[src/rtl/uart_rx_pkt_ctrl.sv]
// UART receive packetizer: hunts for a sync byte, assembles MSB-first address
// and data fields, and presents each packet on a valid/ready handshake.
module uart_rx_pkt_ctrl #(
  parameter int unsigned             DATA_WIDTH   = 8,
  parameter int unsigned             ADDR_BYTES   = 2,
  parameter int unsigned             DATA_BYTES   = 1,
  parameter logic [DATA_WIDTH-1:0]   SYNC_BYTE    = 8'hA5,
  parameter int unsigned             TIMEOUT_CLKS = 320
) (
  input  logic                    clk,
  input  logic                    rstn,
  input  logic                    rx_ready,
  input  logic [DATA_WIDTH-1:0]   rx_data,
  output logic                    pkt_valid,
  input  logic                    pkt_ready,
  output logic [8*ADDR_BYTES-1:0] pkt_addr,
  output logic [8*DATA_BYTES-1:0] pkt_data,
  output logic                    busy,
  output logic                    err_timeout,
  output logic                    err_overrun,
  input  logic                    err_clr
);

  localparam int unsigned AW   = 8 * ADDR_BYTES;
  localparam int unsigned DW   = 8 * DATA_BYTES;
  localparam int unsigned BMAX = (ADDR_BYTES > DATA_BYTES) ? ADDR_BYTES : DATA_BYTES;
  localparam int unsigned BCW  = $clog2(BMAX) + 1;
  localparam int unsigned TCW  = $clog2(TIMEOUT_CLKS) + 1;

  localparam logic [BCW-1:0] ADDR_LAST = BCW'(ADDR_BYTES - 1);
  localparam logic [BCW-1:0] DATA_LAST = BCW'(DATA_BYTES - 1);
  // Counter value from which one more idle clock reaches TIMEOUT_CLKS-1.
  localparam logic [TCW-1:0] TC_LAST   = TCW'(TIMEOUT_CLKS - 2);

  localparam logic [1:0] ST_IDLE = 2'd0;
  localparam logic [1:0] ST_ADDR = 2'd1;
  localparam logic [1:0] ST_DATA = 2'd2;
  localparam logic [1:0] ST_HOLD = 2'd3;

  logic [1:0]     state;
  logic           rx_ready_q;
  logic [BCW-1:0] bcnt;
  logic [TCW-1:0] tcnt;
  logic           stb;
  logic [7:0]     rx_byte;
  logic           tc_hit;

  assign stb     = rx_ready & ~rx_ready_q;
  assign rx_byte = 8'(rx_data);
  assign tc_hit  = (tcnt == TC_LAST);
  assign busy    = (state != ST_IDLE);

  always_ff @(posedge clk or negedge rstn) begin
    if (!rstn) begin
      state       <= ST_IDLE;
      rx_ready_q  <= 1'b1;
      pkt_valid   <= 1'b0;
      pkt_addr    <= '0;
      pkt_data    <= '0;
      err_timeout <= 1'b0;
      err_overrun <= 1'b0;
      bcnt        <= '0;
      tcnt        <= '0;
    end else begin
      rx_ready_q  <= rx_ready;
      err_timeout <= 1'b0;
      // Clear first so a same-cycle overrun in HOLD takes priority.
      if (err_clr)
        err_overrun <= 1'b0;

      case (state)
        ST_IDLE: begin
          if (stb && (rx_data == SYNC_BYTE)) begin
            state <= ST_ADDR;
            bcnt  <= '0;
            tcnt  <= '0;
          end
        end

        ST_ADDR: begin
          if (stb) begin
            pkt_addr <= (pkt_addr << 8) | AW'(rx_byte);
            tcnt     <= '0;
            if (bcnt == ADDR_LAST) begin
              state <= ST_DATA;
              bcnt  <= '0;
            end else begin
              bcnt <= bcnt + 1'b1;
            end
          end else if (tc_hit) begin
            state       <= ST_IDLE;
            err_timeout <= 1'b1;
            tcnt        <= '0;
          end else begin
            tcnt <= tcnt + 1'b1;
          end
        end

        ST_DATA: begin
          if (stb) begin
            pkt_data <= (pkt_data << 8) | DW'(rx_byte);
            tcnt     <= '0;
            if (bcnt == DATA_LAST) begin
              state     <= ST_HOLD;
              pkt_valid <= 1'b1;
              bcnt      <= '0;
            end else begin
              bcnt <= bcnt + 1'b1;
            end
          end else if (tc_hit) begin
            state       <= ST_IDLE;
            err_timeout <= 1'b1;
            tcnt        <= '0;
          end else begin
            tcnt <= tcnt + 1'b1;
          end
        end

        ST_HOLD: begin
          if (stb)
            err_overrun <= 1'b1;
          if (pkt_ready) begin
            pkt_valid <= 1'b0;
            state     <= ST_IDLE;
          end
        end
      endcase
    end
  end

endmodule

[config.mk]
export PLATFORM = sky130hd
export DESIGN_NAME = uart_rx_pkt_ctrl
export DESIGN_NICKNAME = d
export VERILOG_FILES = /design/src/rtl/uart_rx_pkt_ctrl.sv
export SDC_FILE = /design/constraint.sdc
export NUM_CORES = 1
export LEC_CHECK = 0
export CAP_MARGIN = 15
export CORE_ASPECT_RATIO = 1.2
export CORE_UTILIZATION = 50
export DETAILED_ROUTE_END_ITERATION = 10
export HOLD_SLACK_MARGIN = 0.08
export PLACE_DENSITY = 0.77
export SYNTH_ARGS = -nofsm -noshare
export SYNTH_HDL_FRONTEND = slang
export SYNTH_SLANG_ARGS = --single-unit
[constraint.sdc]
create_clock -name clk -period 3.25 [get_ports clk]
set_input_delay 0.65 -clock clk [delete_from_list [all_inputs] [get_ports clk]]
set_output_delay 0.65 -clock clk [all_outputs]
set_load 0.05 [all_outputs]
### Yosys cells after proc, flatten, opt, wreduce, memory -nomap -nowiden

Index checks and enable logic that the tools add are counted.

| word-level totals | value |
|---|---|
| output and inout bits | 28 |
| word-level logic and storage cells | 69 |
| input bits | 13 |
| flip-flop bits (word level) | 42 |

| operators by class | value |
|---|---|
| bitwise logic cells | 3 |
| $add $sub $neg | 2 |
| mux-type cells | 28 |
| eq/ne operators | 13 |
| reductions and logical operators | 14 |

Operators by type and width:

| kind | number |
|---|---|
| 10-bit 2-to-1 mux | 3 |
| 2-bit 2-to-1 mux | 12 |
| 10-bit case mux with 2 select lines | 1 |
| 16-bit by 8-bit OR with 16-bit output | 1 |
| 4-bit AND reduction | 3 |
| 10-bit by 1-bit adder with 10-bit output (second input constant) | 1 |
| 10-bit by 9-bit == test with 1-bit output (second input constant) | 1 |
| 2-bit inequality test (second input constant) | 5 |
| 1-bit 2-to-1 mux | 9 |
| 8-bit == test (second input constant) | 1 |
| 2-bit case mux with 4 select lines | 1 |
| 3-bit inequality test (second input constant) | 2 |
| 2-bit case mux with 3 select lines | 1 |
| 2-bit AND reduction | 3 |
| 2-bit nonzero test | 3 |
| 2-bit by 1-bit == test with 1-bit output (second input constant) | 2 |
| 2-bit == test (second input constant) | 2 |
| 2-bit logical NOT | 2 |
| 3-bit nonzero test | 1 |
| 2-bit by 1-bit adder with 2-bit output (second input constant) | 1 |
| 1-bit case mux with 2 select lines | 1 |
| 2-bit OR reduction | 1 |
| 1-bit AND | 1 |
| 1-bit logical AND | 1 |
| 1-bit NOT | 1 |

### Depth between registers and ports, before layout

Gate-level depths: netlist of the first run.

| logic depth | value |
|---|---|
| depth in word-level cells | 5 |
| gate-level depth with buffers | 7 |
| depth with buffers taken out | 6 |

### Least setup slack after synthesis of the first run

Ideal clock, no wire load.

| timing path | value |
|---|---|
| path kind | register to register |
| start point | reg state[0] |
| end point | reg bcnt[0] |
| arrival | 1.644 ns |
| stages on the path, launching flop included | 7 |
| setup slack | 1.480 ns |
| path through | dfrtp_1 inv_1 ha_1 inv_1 a31oi_2 or3_4 mux2i_1 |

| between the ends | value |
|---|---|
| cells in the longest elaborated chain, start to end | 3 |

RTL lines:

| item | RTL line | RTL |
|---|---|---|
| start, declared | 40 | `logic [1:0] state;` |
| start signal, assigned | 55 | `state <= ST_IDLE;` |
| start signal, assigned | 74 | `state <= ST_ADDR;` |
| start signal, assigned | 85 | `state <= ST_DATA;` |
| 2-bit by 1-bit == test with 1-bit output, or another cell as far along | 71 | `case (state)` |
| 2-bit inequality test (no source line) or 3-bit nonzero test (tied branches) | - |  |
| 4-bit AND reduction (no source line) | - |  |
| end signal, assigned | 88 | `bcnt <= bcnt + 1'b1;` |
| end signal, assigned | 108 | `bcnt <= bcnt + 1'b1;` |
| end, declared | 42 | `logic [BCW-1:0] bcnt;` |

Parallel ways exist; a longest one is shown, timed or not.
A chain may end at the register's enable or synchronous reset.

### Worst setup path in the final report of the first run

| timing path | value |
|---|---|
| start point | reg state[0] |
| end point | out busy |

| between the ends | value |
|---|---|
| cells in the longest elaborated chain, start to end | 1 |

RTL lines:

| item | RTL line | RTL |
|---|---|---|
| 2-bit nonzero test | 51 | `assign busy = (state != ST_IDLE);` |
| end, declared | 18 | `output logic busy,` |

No other way between the ends.

==> flow_summary.yaml, run 1 <==
critical_path:
  reg2reg_from: "state[0]"
  r2r_slack_ns: 1.23
  cp_data_required_time_ns: 2.60
  endpoint: "busy"
  endpoint_kind: "output pin"
  crit_path_start: "state[0]"
  critPathArrivalTime_ns: 2.04
  path_class: "flop to output pin"
  r2r_cells: 6
  rr_endpoint: "state[0]"
  critPathMaxFanout: 4
  start_kind: "flop"
final_layout:
  ff_latch_area_mm2: 0.00105
  num-nets-final: 250
  multiInputGateArea_um2: 1000
  final_common_cell: "dfrtp_1"
  layout_common_cells: "dfrtp_1, clkdlybuf4s50_1, mux2_2, nand2_1"
  finalCoreUtilization_pct: 67.7
  antennaDiodeCount: 0
  fill_cells: 326
  areaGrowthSynthToFinish_pct: 26.9
  drive_gt1_share_pct: 17.2
detailed_routing:
  vias: 1600
  first_pass_iters: 4
  routed_wl_mm: 4.68
  ant_nets: 0
  drt_iter0_markers: 101
  wire_per_inst_um: 16.7
  routed_via_density: 5.69
  drc_errors: 0
synth:
  ys.flop_type: "dfrtp_1"
  synthArstFlopShare_pct: 100
  synth-compound-area-share_pct: 8.44
  muxShareOfSynthArea_pct: 15.9
  syn-cell-area_mm2: 0.00213
  synth_edf_count: 0
  ys_warn_count: 0
  synthXorXnorAreaFrac_pct: 0
  avgSynthCellArea_um2: 11.5
  synth_nets: 209
  synth_top_family_by_area: "simple AND/OR/NAND/NOR gates"
  synthAdderAreaFrac_pct: 6.45
  synthSimpleGateAreaFrac_pct: 16.0
  ys_types: 42
  ys_seq_area_share_pct: 49.3
  syn_inst: 185
  ys_ff_latch: 42
floorplanning:
  coreArea_mm2: 0.00400
  die_x_um: 61.6
  die-area_mm2: 0.00454
  io_pins: 41
  start_util_pct: 53.3
  die_height_um: 73.6
  num_rows: 25
clock_tree:
  clockRootBuffer: "clkbuf_8"
  cts_hold_repair.buffers: 0
  cts_resized: 0
  cts_max_level: 2
  post_cts_buffers: 0
  tritoncts: "built"
  clkTransAtPathRegs_ns: 0.08
  cts_inserted_buffers: 5
  clockBufferDepth: 2
  clkLatencyLatePin_ns: 0.30
  cts_sinks: 42
placement:
  portBuffers: 40
  hpwl_mm: 3.31
  globalplace.congestion: 0.965
global_route:
  antenna_found_initial: 0
  grt_pass1_vias: 1657
  overflow: 0
  grt_max_degree: 43
  grt_first_pass_wirelength_mm: 7.82
  track_usage_pct: 23.6
sta:
  min_period_over_period_pct: 82.7
  relSlewSlack_pct: 39.1
  fmax_mhz: 372
  tightest_slew_ns: 0.913
  setup_viol: 0
  finClkSkew_ns: 0.00667
  tns_ns: 0
  fin_crit_ns: 2.69
  hold_viol_final: 0
  drv_slew: 0
  rsz0062_at_grt: "false"
power:
  vdd_drop_max_v: 0.000729
  leakagePower_nw: 1.21
  power_w: 0.00287
  power_density_mw_per_mm2: 1060
flow_run:
  maxCapViolCount: 0
min_path:
  hold_class: "input pin to asynchronous set/reset pin"
outcome:
  outcome: "finished clean"
-- report_power, final --
| part | internal [W] | switching (W) |
|---|---|---|
| Combinational | 0.000564 | 0.000972 |
| Clock | 0.000308 | 0.000189 |
| Sequential | 0.000706 | 0.000135 |
| Total | 0.00158 | 0.00130 |
-- worst min path at each step --
stage | startpoint | to | slack [ns] | cells past startpoint
after CTS | pkt_addr[11] | pkt_addr[11] | 0.51 | 1
after detailed placement | pkt_addr[11] | pkt_addr[11] | 0.49 | 1
after global placement | pkt_addr[12] | pkt_addr[12] | 0.48 | 1
final | rstn | tcnt[1] | 0.47 | 1
after global routing | pkt_addr[11] | pkt_addr[11] | 0.53 | 1
after floorplan | rstn | bcnt[0] | 0.35 | 0
-- critical path: stages, from the launching register on --
cell and delay [ns]:
dfrtp_1 0.42, inv_1 0.12, ha_1 0.24, inv_1 0.13, clkdlybuf4s50_1 0.83
-- Yosys cell counts (5+ instances only) --
library cell  count  area [um2]
a31oi_1           6        37.5
dfrtp_1          41        1030
ha_1             11         138
inv_1            11        41.3
mux2_2           22         248
mux2i_1           7        70.1
nand2_1          15        56.3
nand3_1          10        50.1
nand4_1           6        37.5
nor2_1            5        18.8
nor2b_1           6        37.5
-- per-stage QoR --
step	hold slack (ns)	setup WS, ns	area (um2)	std cells
floorplan	0.354	1.48	2130	185
global placement	0.477	0.995	2570	273
detailed placement	0.486	0.921	2570	273
CTS	0.507	0.579	2710	281
global route	0.528	0.500	2710	281
finish	0.472	0.563	2710	281
-- flip-flops by register name (all words and copies together), names as in the netlist --
| register | cells |
|---|---|
| bcnt | 2 |
| pkt_data | 8 |
| pkt_valid | 1 |
| rx_ready_q | 1 |
| pkt_addr | 16 |
| tcnt | 10 |
| state | 2 |
| err_timeout | 1 |
| err_overrun | 1 |
-- layer usage --
layer,global-route usage (%),wire length (um)
met3,7.92,320
met1,27.2,1850
met5,0,0
met2,40.0,2440
met4,8.15,70
-- kinds of logic (layout without fill, tap and decap cells) --
logic type,after synthesis,in the layout
AND/OR/NAND/NOR,58,58
flip-flops,42,42
multiplexers,31,31
AO/OA/AOI/OAI,24,24
buffers and inverters,19,61
adder cells (fa/ha/maj),11,11
-- area by class of cell --
type / instances / share of cell area [%]
sequential: 42 / 38.8
multi-input combinational: 124 / 36.9
timing repair buffer: 42 / 15.2
clock buffer: 5 / 2.54
clock inverter: 3 / 2.54
tap: 54 / 2.49
inverter: 11 / 1.52
(Power assumes the default switching activity.)
==> inputs of run 2 (changes only) <==
clock period = 2.6 ns   (was 3.25 ns; I/O delays follow)
==> run 2 against run 1 <==
Compared with the run above: sequential share of layout area barely moved; utilization is 0.062 points higher; cell area is essentially flat; worst setup slack got worse by 0.16 ns; non-clock buffer count did not move; flip-flop and latch count unchanged; register-to-register slack got worse by 0.50 ns; via count fell by 2.5%; largest cell class unchanged; hold slack lost 0.14 ns; die area unchanged; critical path type unchanged.
==> flow_summary.yaml, run 2 (synthesized netlist as in run 1, its figures left out) <==
final_layout:
  largest-register: "pkt_addr"
  reg.largest.list: "pkt_addr (16), tcnt (10), pkt_data (8)"
  num-nets-final: 250
  multiInputGateArea_um2: 1000
  final_common_cell: "dfrtp_1"
  areaGrowthSynthToFinish_pct: 27.0
  layout_common_cells: "dfrtp_1, clkdlybuf4s50_1, mux2_2, nand2_1"
  drive_gt1_share_pct: 17.2
  finalCoreUtilization_pct: 67.7
  largest_register_ffs: 16
  antennaDiodeCount: 0
  fill_cells: 329
  ff_latch_area_mm2: 0.00105
sta:
  finClkSkew_ns: 0.00296
  holdWs_ns: 0.336
  tns_ns: 0
  setup_viol: 0
  rsz0062_at_grt: "false"
  fmax_mhz: 454
  relSlewSlack_pct: 38.5
  tightest_slew_ns: 0.922
  hold_viol_final: 0
  fin_crit_ns: 2.20
  min_period_over_period_pct: 84.7
  drv_slew: 0
global_route:
  antenna_found_initial: 0
  use_met2_pct: 37.3
  track_usage_pct: 22.4
  busiest_layer: "met2"
  met3_usage_pct: 7.39
  overflow: 0
  grt_first_pass_wirelength_mm: 7.39
  grt_pass1_vias: 1602
  grt_max_degree: 43
  met1_usage_pct: 26.6
clock_tree:
  clkLatencyLatePin_ns: 0.30
  clockBufferDepth: 2
  clkTransAtPathRegs_ns: 0.08
  post_cts_buffers: 0
  cts_sinks: 42
  cts_max_level: 2
  clockRootBuffer: "clkbuf_8"
  tritoncts: "built"
  cts_inserted_buffers: 5
floorplanning:
  coreArea_mm2: 0.00400
  io_pins: 41
  die-area_mm2: 0.00454
  die_x_um: 61.6
  num_rows: 25
  start_util_pct: 53.3
  die_height_um: 73.6
critical_path:
  path_class: "flop to output pin"
  start_kind: "flop"
  critPathArrivalTime_ns: 1.68
  endpoint_kind: "output pin"
  r2r_cells: 6
  cp_data_required_time_ns: 2.08
  critPathMaxFanout: 4
placement:
  globalplace.congestion: 0.892
  portBuffers: 40
  hpwl_mm: 3.15
detailed_routing:
  drc_errors: 0
  vias: 1560
  wire_per_inst_um: 15.9
  first_pass_iters: 4
  routed_via_density: 5.55
  routed_wl_mm: 4.46
  drt_iter0_markers: 119
  ant_nets: 0
power:
  power_density_mw_per_mm2: 1310
  vdd_drop_max_v: 0.00113
  leakagePower_nw: 1.22
min_path:
  hold_class: "input pin to asynchronous set/reset pin"
flow_run:
  maxCapViolCount: 0
outcome:
  outcome: "finished clean"
run 2: cell types whose count changed in the layout (fill, tap and decap cells not counted), sizes merged:
cell,previous run,this run
dlymetal6s2s,0,1
clkdlybuf4s50,39,38
run 2: worst paths after layout:
| path | from | end | slack [ns] |
|---|---|---|---|
| setup / recovery | state[0] | busy | 0.40 |
| hold reg to reg | pkt_addr[11] | pkt_addr[11] | 0.51 |
| max in group asynchronous | rstn | err_overrun | 1.67 |
| hold / removal | rstn | pkt_valid | 0.34 |
| min in group clk | pkt_addr[11] | pkt_addr[11] | 0.51 |
| setup reg to reg | state[0] | state[0] | 0.73 |
run 2: metrics by stage:
step / total power [W] / cells / instance area (um2) / worst slack, ns
detailed placement: 0.00295 / 273 / 2570 / 0.364
floorplan: 0.00235 / 185 / 2130 / 0.830
global route: 0.00374 / 281 / 2710 / 0.352
finish: 0.00357 / 281 / 2710 / 0.399
CTS: 0.00358 / 281 / 2710 / 0.0261
global placement: 0.00290 / 273 / 2570 / 0.472
run 2: cell type report:
type / instances / area share [%]
Inverter: 11 / 1.52
Multi-Input combinational cell: 124 / 36.9
Sequential cell: 42 / 38.8
Clock inverter: 3 / 2.54
Tap cell: 54 / 2.49
Clock buffer: 5 / 2.54
Timing Repair Buffer: 42 / 15.2
run 2: metal layers:
metal / vias up / share of wire [%]
met3: 7 / 5.7
met1: 763 / 41
met4: 0 / 1.5
met5: - / 0
met2: 48 / 52
li1: 742 / -
run 2: what timing repair did:
item | CTS | global route
endpoints found under the setup margin | 0 | 1
resized for setup | 0 | 1
hold endpoints to repair | 0 | 0
hold buffers | 0 | 0
run 2: power breakdown:
part / switching, W / internal (W)
clock: 0.000233 / 0.000385
sequential: 0.000171 / 0.000883
combinational: 0.00119 / 0.000704
total: 0.00159 / 0.00197
run 2: critical path, stage by stage (launching register included):
cell and delay, ns:
dfrtp_1 0.42, inv_1 0.13, ha_1 0.25, inv_1 0.14, dlymetal6s2s_1 0.44
